[config.mk]
export PLATFORM = sky130hd
export DESIGN_NAME = pipe_ctrl_unit
export DESIGN_NICKNAME = d
export VERILOG_FILES = /design/src/rtl/pipe_ctrl_unit.sv
export SDC_FILE = /design/constraint.sdc
export NUM_CORES = 1
export LEC_CHECK = 0
export ABC_AREA = 1
export CAP_MARGIN = 20
export CORE_UTILIZATION = 25
export CTS_CLUSTER_SIZE = 10
export DETAILED_ROUTE_END_ITERATION = 6
export GPL_ROUTABILITY_DRIVEN = 0
export GPL_TIMING_DRIVEN = 0
export HOLD_SLACK_MARGIN = 0.06
export PLACE_DENSITY = 0.54
export SYNTH_ARGS = -nofsm -noshare
export SYNTH_HDL_FRONTEND = slang
export SYNTH_SLANG_ARGS = --single-unit
[constraint.sdc]
create_clock -name clk -period 2.9 [get_ports clk]
set_clock_uncertainty 0.1 [all_clocks]
set_input_delay 0.435 -clock clk [delete_from_list [all_inputs] [get_ports clk]]
set_output_delay 0.435 -clock clk [all_outputs]
set_load 0.02 [all_outputs]
[src/rtl/pipe_ctrl_unit.sv]
// Pipelined MIPS control unit: ID decode, DEPTH control-word stages, bubble/flush/freeze/halt.
// Define PIPE_CTRL_PERF_EN to build the saturating stall/flush performance counters.
module pipe_ctrl_unit #(
    parameter int DEPTH   = 3,
    parameter int PCSRC_W = 3,
    parameter int CNT_W   = 32
) (
    input  logic               clk,
    input  logic               rst,
    input  logic [5:0]         opcode,
    input  logic [5:0]         funct,
    input  logic               id_valid,
    input  logic               stall_in,
    input  logic               flush_in,
    input  logic               zero,
    input  logic               overflow,
    input  logic               negative,
    input  logic               dhit,
    output logic [3:0]         ex_aluop,
    output logic               ex_alusrc,
    output logic               ex_extop,
    output logic [PCSRC_W-1:0] pc_sel,
    output logic               dmemreq,
    output logic               dmemwreq,
    output logic               imemreq,
    output logic               mem_stall,
    output logic               wb_regwen,
    output logic [1:0]         wb_regdest,
    output logic [1:0]         wb_memtoreg,
    output logic               halt,
    output logic [CNT_W-1:0]   stall_cnt,
    output logic [CNT_W-1:0]   flush_cnt
);

    localparam logic [5:0] OP_RTYPE = 6'h00, OP_J    = 6'h02, OP_JAL   = 6'h03,
                           OP_BEQ   = 6'h04, OP_BNE  = 6'h05, OP_ADDI  = 6'h08,
                           OP_ADDIU = 6'h09, OP_SLTI = 6'h0a, OP_SLTIU = 6'h0b,
                           OP_ANDI  = 6'h0c, OP_ORI  = 6'h0d, OP_XORI  = 6'h0e,
                           OP_LUI   = 6'h0f, OP_LW   = 6'h23, OP_SW    = 6'h2b,
                           OP_HALT  = 6'h3f;

    localparam logic [5:0] FN_SLL  = 6'h00, FN_SRL  = 6'h02, FN_JR   = 6'h08,
                           FN_ADD  = 6'h20, FN_ADDU = 6'h21, FN_SUB  = 6'h22,
                           FN_SUBU = 6'h23, FN_AND  = 6'h24, FN_OR   = 6'h25,
                           FN_XOR  = 6'h26, FN_NOR  = 6'h27, FN_SLT  = 6'h2a,
                           FN_SLTU = 6'h2b;

    localparam logic [3:0] ALU_SLL = 4'd0, ALU_SRL = 4'd1, ALU_ADD = 4'd2, ALU_SUB  = 4'd3,
                           ALU_AND = 4'd4, ALU_OR  = 4'd5, ALU_XOR = 4'd6, ALU_NOR  = 4'd7,
                           ALU_SLT = 4'd8, ALU_SLTU = 4'd9;

    typedef struct packed {
        logic [3:0] aluop;
        logic       alusrc;
        logic       extop;
        logic       beq;
        logic       bne;
        logic       jmp;
        logic       jr;
        logic       memread;
        logic       memwrite;
        logic       regwen;
        logic [1:0] regdest;
        logic [1:0] memtoreg;
        logic       halt;
        logic       ovf_chk;
    } cw_t;

    localparam cw_t CW_NOP = '0;

    cw_t  dec;
    cw_t  id_next;
    cw_t  ex_out;
    cw_t  cw [DEPTH];
    logic halt_seen;
    logic advance;

    always_comb begin
        dec = CW_NOP;
        case (opcode)
            OP_RTYPE: begin
                dec.regwen  = 1'b1;
                dec.regdest = 2'd1;
                case (funct)
                    FN_SLL:  dec.aluop = ALU_SLL;
                    FN_SRL:  dec.aluop = ALU_SRL;
                    FN_ADD:  begin dec.aluop = ALU_ADD; dec.ovf_chk = 1'b1; end
                    FN_ADDU: dec.aluop = ALU_ADD;
                    FN_SUB:  begin dec.aluop = ALU_SUB; dec.ovf_chk = 1'b1; end
                    FN_SUBU: dec.aluop = ALU_SUB;
                    FN_AND:  dec.aluop = ALU_AND;
                    FN_OR:   dec.aluop = ALU_OR;
                    FN_XOR:  dec.aluop = ALU_XOR;
                    FN_NOR:  dec.aluop = ALU_NOR;
                    FN_SLT:  dec.aluop = ALU_SLT;
                    FN_SLTU: dec.aluop = ALU_SLTU;
                    FN_JR:   begin dec = CW_NOP; dec.jr = 1'b1; end
                    default: dec = CW_NOP;
                endcase
            end
            OP_J:     dec.jmp = 1'b1;
            OP_JAL:   begin dec.jmp = 1'b1; dec.regwen = 1'b1; dec.regdest = 2'd2; dec.memtoreg = 2'd2; end
            OP_BEQ:   begin dec.beq = 1'b1; dec.aluop = ALU_SUB; dec.extop = 1'b1; end
            OP_BNE:   begin dec.bne = 1'b1; dec.aluop = ALU_SUB; dec.extop = 1'b1; end
            OP_ADDI:  begin dec.aluop = ALU_ADD; dec.alusrc = 1'b1; dec.extop = 1'b1;
                            dec.regwen = 1'b1; dec.ovf_chk = 1'b1; end
            OP_ADDIU: begin dec.aluop = ALU_ADD; dec.alusrc = 1'b1; dec.extop = 1'b1; dec.regwen = 1'b1; end
            OP_SLTI:  begin dec.aluop = ALU_SLT; dec.alusrc = 1'b1; dec.extop = 1'b1; dec.regwen = 1'b1; end
            OP_SLTIU: begin dec.aluop = ALU_SLTU; dec.alusrc = 1'b1; dec.extop = 1'b1; dec.regwen = 1'b1; end
            OP_ANDI:  begin dec.aluop = ALU_AND; dec.alusrc = 1'b1; dec.regwen = 1'b1; end
            OP_ORI:   begin dec.aluop = ALU_OR;  dec.alusrc = 1'b1; dec.regwen = 1'b1; end
            OP_XORI:  begin dec.aluop = ALU_XOR; dec.alusrc = 1'b1; dec.regwen = 1'b1; end
            OP_LUI:   begin dec.alusrc = 1'b1; dec.regwen = 1'b1; dec.memtoreg = 2'd3; end
            OP_LW:    begin dec.aluop = ALU_ADD; dec.alusrc = 1'b1; dec.extop = 1'b1;
                            dec.memread = 1'b1; dec.regwen = 1'b1; dec.memtoreg = 2'd1; end
            OP_SW:    begin dec.aluop = ALU_ADD; dec.alusrc = 1'b1; dec.extop = 1'b1; dec.memwrite = 1'b1; end
            OP_HALT:  dec.halt = 1'b1;
            default:  dec = CW_NOP;
        endcase
    end

    // Flush wins over stall; both only matter on an advancing edge.
    assign id_next = (flush_in || stall_in || !id_valid) ? CW_NOP : dec;

    always_comb begin
        ex_out = cw[0];
        if (cw[0].ovf_chk && overflow)
            ex_out.regwen = 1'b0;
    end

    assign dmemreq   = cw[DEPTH-2].memread  & ~halt;
    assign dmemwreq  = cw[DEPTH-2].memwrite & ~halt;
    assign mem_stall = (dmemreq | dmemwreq) & ~dhit;
    assign advance   = ~mem_stall;

    always_ff @(posedge clk or posedge rst) begin
        if (rst) begin
            for (int k = 0; k < DEPTH; k++)
                cw[k] <= CW_NOP;
            halt_seen <= 1'b0;
            halt      <= 1'b0;
        end else if (advance) begin
            cw[0] <= id_next;
            cw[1] <= ex_out;
            for (int k = 2; k < DEPTH; k++)
                cw[k] <= cw[k-1];
            if (id_next.halt)
                halt_seen <= 1'b1;
            if (cw[DEPTH-2].halt)
                halt <= 1'b1;
        end
    end

    always_comb begin
        pc_sel = '0;
        if ((cw[0].beq && zero) || (cw[0].bne && !zero))
            pc_sel = PCSRC_W'(1);
        else if (cw[0].jmp)
            pc_sel = PCSRC_W'(2);
        else if (cw[0].jr)
            pc_sel = PCSRC_W'(3);
    end

    assign ex_aluop    = cw[0].aluop;
    assign ex_alusrc   = cw[0].alusrc;
    assign ex_extop    = cw[0].extop;
    assign imemreq     = ~halt_seen;
    assign wb_regwen   = cw[DEPTH-1].regwen & ~halt;
    assign wb_regdest  = cw[DEPTH-1].regdest;
    assign wb_memtoreg = cw[DEPTH-1].memtoreg;

    // negative is reserved; WB only consumes its write-back fields.
    logic unused_bits;
    assign unused_bits = ^{negative, cw[DEPTH-1]};

`ifdef PIPE_CTRL_PERF_EN
    always_ff @(posedge clk or posedge rst) begin
        if (rst) begin
            stall_cnt <= '0;
            flush_cnt <= '0;
        end else if (!halt) begin
            if ((mem_stall || stall_in) && (stall_cnt != '1))
                stall_cnt <= stall_cnt + CNT_W'(1);
            if (flush_in && !mem_stall && (flush_cnt != '1))
                flush_cnt <= flush_cnt + CNT_W'(1);
        end
    end
`else
    assign stall_cnt = '0;
    assign flush_cnt = '0;
`endif

endmodule

==> flow_metrics.env <==
export IMPL_ys_seq_area_frac=0.372
export IMPL_ioPinCount=104
export IMPL_placedInstanceArea_sq_mm=0.00306
export IMPL_ys_warn_count=0
export IMPL_netlist_area_sq_mm=0.00229
export IMPL_power_leakage_uw=0.00173
export IMPL_grt_max_degree=24
export IMPL_cts_buffers=5
export IMPL_ys_seq_elements=34
export IMPL_grtUsageTotal=0.104
export IMPL_cp_arrival_ps=2070
export IMPL_via_per_inst=3.69
export IMPL_cts_setup_buffers=0
export IMPL_cts_max_level=2
export IMPL_outcome="finished with violations"
export IMPL_rsz0062_at_grt="no"
export IMPL_cts_sinks=34
export IMPL_async_reset_ff_frac=1.00
export IMPL_cp_cell_sequence="clkdlybuf4s50_1 -> inv_1 -> nand2_2 -> nand2_4 -> buf_4 -> buf_6 -> clkdlybuf4s50_1"
export IMPL_n_antenna_cell=0
export IMPL_die_w_um=97.7
export IMPL_clockRootBuffer="clkbuf_8"
export IMPL_grt_pass1_vias=1760
export IMPL_peakVddDrop_mv=0.136
export IMPL_cp_common_cell="clkdlybuf4s50_1"
export IMPL_synth_area_per_cell_sq_um=7.78
export IMPL_hold_path_class="flip-flop to flip-flop"
export IMPL_syn2layout_area_growth_pct=37.8
export IMPL_setup_tns_ps=0
export IMPL_cts_reportedPaths_clkPinSlew_ps=70
export IMPL_numPortBuffers=37
export IMPL_cts_resized=0
export IMPL_fin_area_sq_mm=0.00315
export IMPL_cpMaxStageDelayCell="clkdlybuf4s50_1"
export IMPL_antenna_found_initial=0
export IMPL_violations="DRC"
export IMPL_finalSetupViolCount=0
export IMPL_cts_hold_buf=0
export IMPL_dp_hpwl_um=3840
export IMPL_end_kind="output pin"
export IMPL_multi_input_area_sq_um=961
export IMPL_synth_edff_count=0
export IMPL_rrSetupSlack_ps=1460
export IMPL_wl_um=4710
export IMPL_nFillCells=927
export IMPL_area_sequential_sq_um=851
export IMPL_synth_cells=294
export IMPL_drt_iter0_markers=88
export IMPL_tightestPinTransition_ps=543
export IMPL_nNetsFinal=424
export IMPL_yosys_most_used_dff="dfrtp_1"
export IMPL_antenna_left=0
export IMPL_fmax_mhz=384
export IMPL_required_ps=2370
export IMPL_cts_tree="done"
export IMPL_grt_pass1_wl_um=7960
export IMPL_dieArea_sq_mm=0.00954
export IMPL_drc_errors=10
export IMPL_initial_core_util=0.260
export IMPL_path_max_fanout=10
export IMPL_slowest_delay_ps=610
export IMPL_fp_coreArea_sq_mm=0.00881
export IMPL_first_pass_iters=6
export IMPL_drv_cap=0
export IMPL_synth_distinct_cells=29
export IMPL_drive_gt1_frac=0.265
export IMPL_worst_skew_pair_late_latency_ps=280
export IMPL_powerDensity_mw_per_mm2=342
export IMPL_cp_start_kind="primary input"
export IMPL_drv_slew=0
export IMPL_path_class="primary input to output pin"
export IMPL_max_slew_margin=0.638
export IMPL_finalHoldViolCount=0
export IMPL_overflow=0
export IMPL_via_count=1891
export IMPL_wl_per_cell_um=9.21
export IMPL_placementRows=34
export IMPL_die_h_um=97.7
export IMPL_min_period_over_period=0.897
export IMPL_clockBufferDepth=2
export IMPL_finalCriticalPeriod_ps=2600
## synthesized netlist by cell type (2+ instances only)
| master | n | share of area |
|---|---|---|
| buf_4 | 74 | 0.24 |
| nand2_1 | 58 | 0.095 |
| dfrtp_1 | 34 | 0.37 |
| inv_1 | 28 | 0.046 |
| nand3_1 | 18 | 0.039 |
| nor2_1 | 18 | 0.030 |
| o21ai_0 | 12 | 0.026 |
| o21ai_1 | 9 | 0.020 |
| inv_2 | 5 | 0.0082 |
| nor2_2 | 5 | 0.014 |
| nand2_2 | 4 | 0.011 |
| a21oi_1 | 3 | 0.0066 |
| buf_2 | 3 | 0.0066 |
| nand4_1 | 3 | 0.0082 |
| buf_6 | 2 | 0.0098 |
| nand2_4 | 2 | 0.0098 |
| nor2_4 | 2 | 0.0098 |
| o221ai_1 | 2 | 0.0077 |
| o22ai_1 | 2 | 0.0055 |
## layer usage
metal / track usage / part of all wire / vias to the layer above
li1: - / - / 998
met1: 0.130 / 0.44 / 818
met2: 0.175 / 0.48 / 72
met3: 0.0295 / 0.067 / 3
met4: 0.0315 / 0.0045 / 0
met5: 0 / 0 / -
## worst paths after layout
path,start,end,cells after the start
worst min-delay path,halt_seen$_DFFE_PP0P_,halt_seen$_DFFE_PP0P_,2
max in group asynchronous,rst,cw[20]$_DFFE_PP0N_,3
worst max-delay path,dhit,mem_stall,7
worst max register to register,halt$_DFFE_PP0P_,cw[44]$_DFFE_PP0N_,7
min in group asynchronous,rst,wb_memtoreg[1]$_DFFE_PP0N_,2
worst min register to register,halt_seen$_DFFE_PP0P_,halt_seen$_DFFE_PP0P_,2
## cells in the final DEF (no fill, tap or decap), drive strengths merged
cell,netlist,routed
nand4,3,3
nand2,64,64
o21ai,22,22
and3,1,1
buf,79,80
a21oi,3,3
dfrtp,34,34
a32o,1,1
nor2,25,25
o31a,1,1
clkdlybuf4s50,0,37
o21bai,1,1
nor3,1,1
inv,33,33
nand3,19,19
clkbuf,0,7
clkinv,0,1
o221ai,2,2
conb,1,65
a21o,1,1
o22ai,2,2
o211ai,1,1
## worst max-delay path, delay by kind of cell
kind | cells | cell delay [ps]
simple gates | 2 | 180
buf+inv | 5 | 1440
## sequential cells by signal (all words and copies together), names as in the netlist
register	cells
ex_aluop	4
halt_seen	1
ex_alusrc	1
cw	22
wb_regdest	2
halt	1
ex_extop	1
wb_memtoreg	2
## power by group
group          switching, uW  leakage, uW  internal [uW]
Combinational            138      0.00121            102
Sequential              3.73     0.000466            478
Clock                    166    0.0000482            191
## cell type report
type / count / share of cell area
multi-input combinational: 212 / 0.305
sequential: 34 / 0.270
timing repair buffer: 38 / 0.126
tap: 108 / 0.0429
buffer: 79 / 0.188
inverter: 33 / 0.0393
clock inverter: 1 / 0.00159
clock buffer: 7 / 0.0274
## kinds of logic after synthesis
| kind of cell | share of synthesized area |
|---|---|
| AO/OA/AOI/OAI | 0.0875 |
| buffers and inverters | 0.313 |
| flip-flops | 0.372 |
| other | 0.00164 |
| AND/OR/NAND/NOR | 0.226 |
## stage by stage
step	setup WS [ps]	instances	hold WS [ps]	utilization	power [uW]
3_3_place_gp	266	503	340	0.345	722
4_1_cts	260	512	360	0.358	1100
3_5_place_dp	272	504	343	0.348	728
2_1_floorplan	1080	358	342	-	673
6_report	298	512	358	0.358	1080
5_1_grt	195	512	369	0.358	1140
Note: power is estimated with default switching activity, not from simulation.
